$ cat src/rtl/mem_bus_arbiter.sv
// mem_bus_arbiter: shares one external memory port between instruction fetch and the MEM stage
//
// Data requests win arbitration, but after FETCH_STARVE_MAX consecutive data grants with a fetch
// pending the fetch is forced through. One bus transaction is outstanding at a time:
// IDLE (arbitrate) -> BUS (wait for bus_ack) -> RESP (one-cycle ack) -> IDLE.
//
// Optional feature macro: MEM_ARB_TIMEOUT_EN adds a bus_ack timeout of TIMEOUT_CYCLES BUS cycles
// that completes the transaction with err=1 and zeroed read data.
//
// Ports:
//   clk, rst_n                      clock, synchronous active-low reset
//   if_req/if_addr -> if_ack/if_rdata   fetch port (read-only, word aligned on the bus)
//   d_op/d_addr/d_wdata/d_wrstb -> d_ack/d_rdata   data port (LOAD/STORE, NONE or 2'b11 idle)
//   err                             timeout flag, pulses with the ack
//   bus_req/bus_we/bus_addr/bus_wdata/bus_wrstb -> bus_ack/bus_rdata   external memory bus
package types;
    typedef logic [31:0] u32_t;
    typedef logic [3:0]  wrstb_t;
    typedef enum logic [1:0] {
        MEM_NONE  = 2'b00,
        MEM_LOAD  = 2'b01,
        MEM_STORE = 2'b10
    } mem_op_e;
endpackage

module mem_bus_arbiter
    import types::*;
#(
    parameter int unsigned FETCH_STARVE_MAX = 4,
    parameter int unsigned TIMEOUT_CYCLES   = 255
) (
    input  logic        clk,
    input  logic        rst_n,
    input  logic        if_req,
    input  logic [31:0] if_addr,
    output logic        if_ack,
    output logic [31:0] if_rdata,
    input  logic [1:0]  d_op,
    input  logic [31:0] d_addr,
    input  logic [31:0] d_wdata,
    input  logic [3:0]  d_wrstb,
    output logic        d_ack,
    output logic [31:0] d_rdata,
    output logic        err,
    output logic        bus_req,
    output logic        bus_we,
    output logic [31:0] bus_addr,
    output logic [31:0] bus_wdata,
    output logic [3:0]  bus_wrstb,
    input  logic        bus_ack,
    input  logic [31:0] bus_rdata
);
    if (FETCH_STARVE_MAX < 1 || FETCH_STARVE_MAX > 15) begin : g_bad_starve
        $error("FETCH_STARVE_MAX must be 1..15");
    end
    if (TIMEOUT_CYCLES < 1 || TIMEOUT_CYCLES > 255) begin : g_bad_timeout
        $error("TIMEOUT_CYCLES must be 1..255");
    end

    localparam logic [3:0] STARVE_MAX = 4'(FETCH_STARVE_MAX);

    typedef enum logic [1:0] {IDLE, BUS, RESP} state_e;

    state_e state_q, state_d;
    logic [3:0] streak_q, streak_d;
    logic sel_d_q, sel_d_d;
    logic bus_req_q, bus_req_d;
    logic bus_we_q, bus_we_d;
    u32_t bus_addr_q, bus_addr_d;
    u32_t bus_wdata_q, bus_wdata_d;
    wrstb_t bus_wrstb_q, bus_wrstb_d;
    logic if_ack_q, if_ack_d;
    logic d_ack_q, d_ack_d;
    u32_t if_rdata_q, if_rdata_d;
    u32_t d_rdata_q, d_rdata_d;
    logic d_valid, fetch_win, timeout;

`ifdef MEM_ARB_TIMEOUT_EN
    localparam logic [7:0] TO_LAST = 8'(TIMEOUT_CYCLES - 1);
    logic [7:0] wait_q, wait_d;
    logic err_q, err_d;
`endif

    always_comb begin
        d_valid     = d_op == MEM_LOAD || d_op == MEM_STORE;
        // the starvation limit only overrides data when a fetch is actually waiting
        fetch_win   = if_req && (!d_valid || streak_q == STARVE_MAX);
`ifdef MEM_ARB_TIMEOUT_EN
        timeout     = !bus_ack && wait_q == TO_LAST;
        wait_d      = state_q == BUS ? wait_q + 8'd1 : '0;
        err_d       = 1'b0;
`else
        timeout     = 1'b0;
`endif
        state_d     = state_q;
        streak_d    = streak_q;
        sel_d_d     = sel_d_q;
        bus_req_d   = bus_req_q;
        bus_we_d    = bus_we_q;
        bus_addr_d  = bus_addr_q;
        bus_wdata_d = bus_wdata_q;
        bus_wrstb_d = bus_wrstb_q;
        if_ack_d    = 1'b0;
        d_ack_d     = 1'b0;
        if_rdata_d  = if_rdata_q;
        d_rdata_d   = d_rdata_q;
        case (state_q)
            IDLE: begin
                if (d_valid || if_req) begin
                    state_d     = BUS;
                    bus_req_d   = 1'b1;
                    sel_d_d     = !fetch_win;
                    bus_we_d    = !fetch_win && d_op == MEM_STORE;
                    bus_addr_d  = fetch_win ? (if_addr & ~32'h3) : d_addr;
                    bus_wdata_d = bus_we_d ? d_wdata : '0;
                    bus_wrstb_d = bus_we_d ? d_wrstb : '0;
                    // a data grant with a fetch waiting implies streak < max, so +1 cannot pass it
                    streak_d    = (fetch_win || !if_req) ? '0 : streak_q + 4'd1;
                end
            end
            BUS: begin
                if (bus_ack || timeout) begin
                    state_d   = RESP;
                    bus_req_d = 1'b0;
                    if_ack_d  = !sel_d_q;
                    d_ack_d   = sel_d_q;
`ifdef MEM_ARB_TIMEOUT_EN
                    err_d     = timeout;
`endif
                    if (!bus_we_q && sel_d_q) d_rdata_d = timeout ? '0 : bus_rdata;
                    if (!sel_d_q) if_rdata_d = timeout ? '0 : bus_rdata;
                end
            end
            default: state_d = IDLE;
        endcase
    end

    always_ff @(posedge clk) begin
        if (!rst_n) begin
            state_q     <= IDLE;
            streak_q    <= '0;
            sel_d_q     <= 1'b0;
            bus_req_q   <= 1'b0;
            bus_we_q    <= 1'b0;
            bus_addr_q  <= '0;
            bus_wdata_q <= '0;
            bus_wrstb_q <= '0;
            if_ack_q    <= 1'b0;
            d_ack_q     <= 1'b0;
            if_rdata_q  <= '0;
            d_rdata_q   <= '0;
`ifdef MEM_ARB_TIMEOUT_EN
            wait_q      <= '0;
            err_q       <= 1'b0;
`endif
        end else begin
            state_q     <= state_d;
            streak_q    <= streak_d;
            sel_d_q     <= sel_d_d;
            bus_req_q   <= bus_req_d;
            bus_we_q    <= bus_we_d;
            bus_addr_q  <= bus_addr_d;
            bus_wdata_q <= bus_wdata_d;
            bus_wrstb_q <= bus_wrstb_d;
            if_ack_q    <= if_ack_d;
            d_ack_q     <= d_ack_d;
            if_rdata_q  <= if_rdata_d;
            d_rdata_q   <= d_rdata_d;
`ifdef MEM_ARB_TIMEOUT_EN
            wait_q      <= wait_d;
            err_q       <= err_d;
`endif
        end
    end

    assign if_ack    = if_ack_q;
    assign if_rdata  = if_rdata_q;
    assign d_ack     = d_ack_q;
    assign d_rdata   = d_rdata_q;
    assign bus_req   = bus_req_q;
    assign bus_we    = bus_we_q;
    assign bus_addr  = bus_addr_q;
    assign bus_wdata = bus_wdata_q;
    assign bus_wrstb = bus_wrstb_q;
`ifdef MEM_ARB_TIMEOUT_EN
    assign err       = err_q;
`else
    assign err       = 1'b0;
`endif
endmodule

$ cat config.mk
export PLATFORM = sky130hd
export DESIGN_NAME = mem_bus_arbiter
export DESIGN_NICKNAME = d
export VERILOG_FILES = /design/src/rtl/mem_bus_arbiter.sv
export SDC_FILE = /design/constraint.sdc
export NUM_CORES = 1
export LEC_CHECK = 0
export ABC_AREA = 1
export ABC_CLOCK_PERIOD_IN_PS = 2680
export CAP_MARGIN = 40
export CORE_ASPECT_RATIO = 0.8
export CORE_MARGIN = 2
export CORE_UTILIZATION = 41
export CTS_CLUSTER_SIZE = 40
export DETAILED_ROUTE_END_ITERATION = 10
export GPL_TIMING_DRIVEN = 0
export PLACE_DENSITY = 0.81
export SLEW_MARGIN = 25
export SYNTH_ARGS = -nofsm -noshare
export SYNTH_HDL_FRONTEND = slang
export SYNTH_SLANG_ARGS = --single-unit
$ cat constraint.sdc
create_clock -name clk -period 2.68 [get_ports clk]
set_clock_uncertainty 0.2 [all_clocks]
set_input_delay 0.804 -clock clk [delete_from_list [all_inputs] [get_ports clk]]
set_output_delay 0.804 -clock clk [all_outputs]
set_load 0.01 [all_outputs]
After elaboration in Yosys (flattened, before gate mapping)
Cells that the tools add are included.

Bits in registers: 143. Bits of input ports: 138. Output and inout bits: 137. Logic and storage cells: 50.

Add/sub/neg operators: 1. Equal/unequal tests: 6. Muxes and demuxes: 10. Bitwise operators: 1. Reductions and logical operators: 20.

Operator list (count): $mux W32 (2); $reduce_and A3 Y1 (4); $mux W4 (2); $logic_not A1 Y1 (5); $add A4 B1 Y4 const B (1); $eq A2 B1 Y1 const B (2); $eq A4 B3 Y1 const B (1); $logic_or A1 B1 Y1 (4); $mux W2 (2); $ne A2 B2 Y1 const B (2); $pmux W2 S2 (1); $reduce_and A2 Y1 (2); $logic_and A1 B1 Y1 (3); $eq A2 B2 Y1 const B (1); $logic_not A2 Y1 (1); $mux W1 (2); $pmux W1 S2 (1); $reduce_bool A2 Y1 (1); $not A1 Y1 (1).

Depth between registers and ports, before layout
Word-level depth: 8. Gate-level depth with buffers: 10. Depth with buffers taken out: 9.

Worst setup path after synthesis
OpenSTA, ideal clock, no wires.

Path kind: in2reg. Start point: in d_op[0]. End point: reg bus_addr_q[10] (netlist: bus_addr[10]). Library setup time: 56 ps. Arrival time: 1914 ps. Data required time: 2424 ps. Path slack: 511 ps. Stages on the path: 10. Path buffers: 1. Cells stage by stage: inv_1 > ha_1 > inv_1 > nand2_1 > nand2_1 > clkbuf_1 > nand2_1 > nand3_1 > nand2_1 > inv_1.

Word-level cells in the longest chain between the ends: 6. Elaborated cells between the ends (all ways): 9. Classes of those cells: eq/ne: 2; mux: 1; reduce/logical: 6.

RTL lines: start: declaration (RTL line 38) `input logic [1:0] d_op,`; $eq A2 B1 Y1 / $eq A2 B2 Y1 (equally long branches) (RTL line 85) `d_valid = d_op == MEM_LOAD || d_op == MEM_STORE;`; $logic_or A1 B1 Y1 (*) (RTL line 85); $logic_not A1 Y1 (RTL line 87) `fetch_win = if_req && (!d_valid || streak_q == STARVE_MAX);`; $logic_or A1 B1 Y1 (RTL line 87); $logic_and A1 B1 Y1 (RTL line 87); $mux W32 (RTL line 114) `bus_addr_d = fetch_win ? (if_addr & ~32'h3) : d_addr;`; end signal: assignment (RTL line 162) `bus_addr_q <= bus_addr_d;`; end: declaration (RTL line 69) `u32_t bus_addr_q, bus_addr_d;`.

Every way passes the cells marked *; elsewhere a longest branch is shown, timed or not. A chain may end at the register's enable or synchronous reset.

Worst setup path after layout
Start point: in d_op[0]. End point: reg bus_wdata_q[18] (netlist: bus_wdata[18]).

Word-level cells in the longest chain between the ends: 8. Elaborated cells between the ends (all ways): 11. Classes of those cells: eq/ne: 2; mux: 1; reduce/logical: 8.

RTL lines: $eq A2 B1 Y1 / $eq A2 B2 Y1 (equally long branches) (RTL line 85, 113); $logic_or A1 B1 Y1 (RTL line 85); $logic_not A1 Y1 (RTL line 87); $logic_or A1 B1 Y1 (RTL line 87); $logic_and A1 B1 Y1 (RTL line 87); $logic_not A1 Y1 (RTL line 113) `bus_we_d = !fetch_win && d_op == MEM_STORE;`; $logic_and A1 B1 Y1 (RTL line 113); $mux W32 (RTL line 115) `bus_wdata_d = bus_we_d ? d_wdata : '0;`; end signal: assignment (RTL line 163) `bus_wdata_q <= bus_wdata_d;`; end: declaration (RTL line 70) `u32_t bus_wdata_q, bus_wdata_d;`.

Several ways; a longest one is shown, not always the timed one.

==> impl_metrics.toml <==
[floorplan]
die_height_um = 109
pin_count = 275
die_w_um = 135
rows = 38
coreArea_um2 = 13600
start_util_pct = 41.8
dieArea_um2 = 14800

[sta]
relSlewSlack_pct = 57.6
worst_slack_ps = 201
tightestPinTransition_ps = 636
setup_viol = 0
hold_viol_final = 0
period_share_pct = 92.5
slew_viol_final = 0
max_freq_mhz = 403
grt_setup_unrepaired = "no"
period_minus_slack_ps = 2480

[cts]
clockBufferDepth = 2
cts.clk_slew.worst_paths_ps = 70
clock_sinks = 143
cts.htree.levels = 4
cts_buffers = 17
cts_tree = "built"
insertion_delay_ps = 410
clock-root-buffer = "clkbuf_16"

[synth]
synth_edf_count = 0
synth_top_family_by_area = "simple AND/OR/NAND/NOR gates"
synthXorXnorAreaFrac_pct = 0.309
ys_types = 22
syn_avg_cell_area_um2 = 7.29
syn_area_um2 = 5670
ys_seq_area_share_pct = 50.5
synth_ff_type = "dfxtp_1"
synth_warnings = 0
synth_common_cells = "197 x nor2_1, 143 x dfxtp_1, 111 x nand2_1"
synth-simple-area-share_pct = 30.7
synth-seq-cells = 143
synth-async-reset-ratio_pct = 0
yosysTopAreaCell = "dfxtp_1"
synth_adder_area_share_pct = 0.662
yosysMostFrequentCell = "nor2_1"
synth_area_leaders = "dfxtp_1 51%, nor2_1 13%, nand2_1 7.4%"
muxShareOfSynthArea_pct = 0
synth_compound_area_share_pct = 9.78
synthCells = 777
yosysTopAreaCellShare_pct = 50.5
synth_nets = 918

[finish]
drive_gt1_share_pct = 6.58
fin_cells = 1259
final_nets = 1207
fin_util_pct = 68.4
final.fill_count = 1170
multi_input_area_um2 = 2360
seqCellArea_um2 = 2860
diodes = 0
syn_to_final_growth_pct = 63.5

[place]
dpl.cell_count = 1227
hpwl_um = 13600
gp_congestion = 0.818
preCtsSetupSlack_ps = -402
io_buffers = 270

[grt]
overflow = 0
grt_antenna_before_repair = 0
track_usage_pct = 24.8
first_global_vias = 5734
grt_max_degree = 17
grt_pass1_wl_um = 28700

[route]
num_vias = 6118
wire_per_inst_um = 14.4
first_pass_iters = 5
postRouteAntennaNets = 0
drc_errors = 0
vias_per_cell = 4.86
drt_iter0_markers = 317
wirelength_um = 18100

[power]
max-vdd-ir-drop_uv = 428
p_per_area_nw_per_um2 = 671
p_leak_nw = 3.83

[job]
maxCapViolations = 0

[worst_setup_path]
endpoint_kind = "register"
worst_setup_path_start_kind = "input pin"
critical_path_class = "in2reg"
cp.arrival_ps = 2620
cp_max_fo = 10
crit_required_ps = 2820

[worst_hold_path]
holdCritPathClass = "reg2reg"

[run_status]
status = "completed"
[power by group]
| group | internal (W) | leakage [nW] | total, W | switching [W] |
|---|---|---|---|---|
| Combinational | 0.000592 | 2.34 | 0.00118 | 0.000590 |
| Clock | 0.00170 | 0.323 | 0.00268 | 0.000978 |
| Sequential | 0.00227 | 1.17 | 0.00235 | 0.0000769 |
[through the flow]
stage               cell area [µm²]  power [W]  TNS [ps]  hold WS (ps)
floorplan                      5670    0.00293         0           264
global placement               8600    0.00355    -23230           250
detailed placement             8600    0.00357    -23180           254
CTS                            9260    0.00624         0           264
global route                   9270    0.00648         0           281
finish                         9270    0.00622         0           265
[area by class of cell]
| class | count | area share (%) |
|---|---|---|
| Sequential cell | 143 | 30.9 |
| Inverter | 43 | 1.74 |
| Multi-Input combinational cell | 530 | 25.4 |
| Tap cell | 180 | 2.43 |
| Timing Repair Buffer | 270 | 29.2 |
| Clock buffer | 19 | 4.78 |
| Clock inverter | 13 | 2.42 |
| Buffer | 61 | 3.16 |
[registers in the layout, indices dropped and copies added, names as in the netlist, 2 cells and up]
name and flops:
bus_addr 32, bus_wdata 32, bus_wrstb 4, d_rdata 32, if_rdata 32, state_q 2, streak_q 4
[critical path, cell delays in order]
cell and delay, ps:
clkdlybuf4s50_1 450, inv_1 40, ha_1 290, inv_1 110, nand2_1 160, nand2_2 220
buf_2 270, nand4_1 120, a21oi_1 150
[cells by family (layout without fill, tap and decap cells)]
family                   count (synthesis)  in the layout
AO/OA/AOI/OAI                          110            110
XOR/XNOR                                 2              2
AND/OR/NAND/NOR                        414            414
buffers and inverters                  104            406
adder cells (fa/ha/maj)                  3              3
other                                    1              1
flip-flops                             143            143
[path summary, 6_finish.rpt]
path / cells past startpoint / slack [ps] / to / start
worst max-delay path: 9 / 200 / bus_wdata[18] / d_op[0]
worst min-delay path: 2 / 260 / bus_wdata[14] / bus_wdata[14]
worst max register to register: 8 / 750 / bus_wdata[18] / streak_q[0]
worst min register to register: 2 / 260 / bus_wdata[14] / bus_wdata[14]
[placed cells by master (no fill, tap or decap), types with 5 or more instances in the layout]
cell	n
nand4_1	36
clkbuf_16	17
a21oi_1	43
buf_4	6
inv_1	42
nand3_1	66
nor2_1	197
bufinv_16	5
nand2_1	110
clkbuf_1	22
dfxtp_1	143
buf_1	6
o21ai_0	61
o21ai_1	5
clkdlybuf4s50_1	270
buf_2	25
[routing by layer]
layer	global-route usage, %	up-vias	wire, µm
met5	0	-	0
met4	7.22	0	253
met3	8.32	22	1720
met2	41.3	232	8470
met1	30.8	2773	7700
li1	-	3091	-
[repair_timing]
action / CTS / global route
endpoints found under the setup margin: 0 / 47
buffers inserted: 0 / 0
hold endpoints to repair: 0 / 0
resized for setup: 0 / 5
hold buffers: 0 / 0
Power figures use the tool's default switching activity.
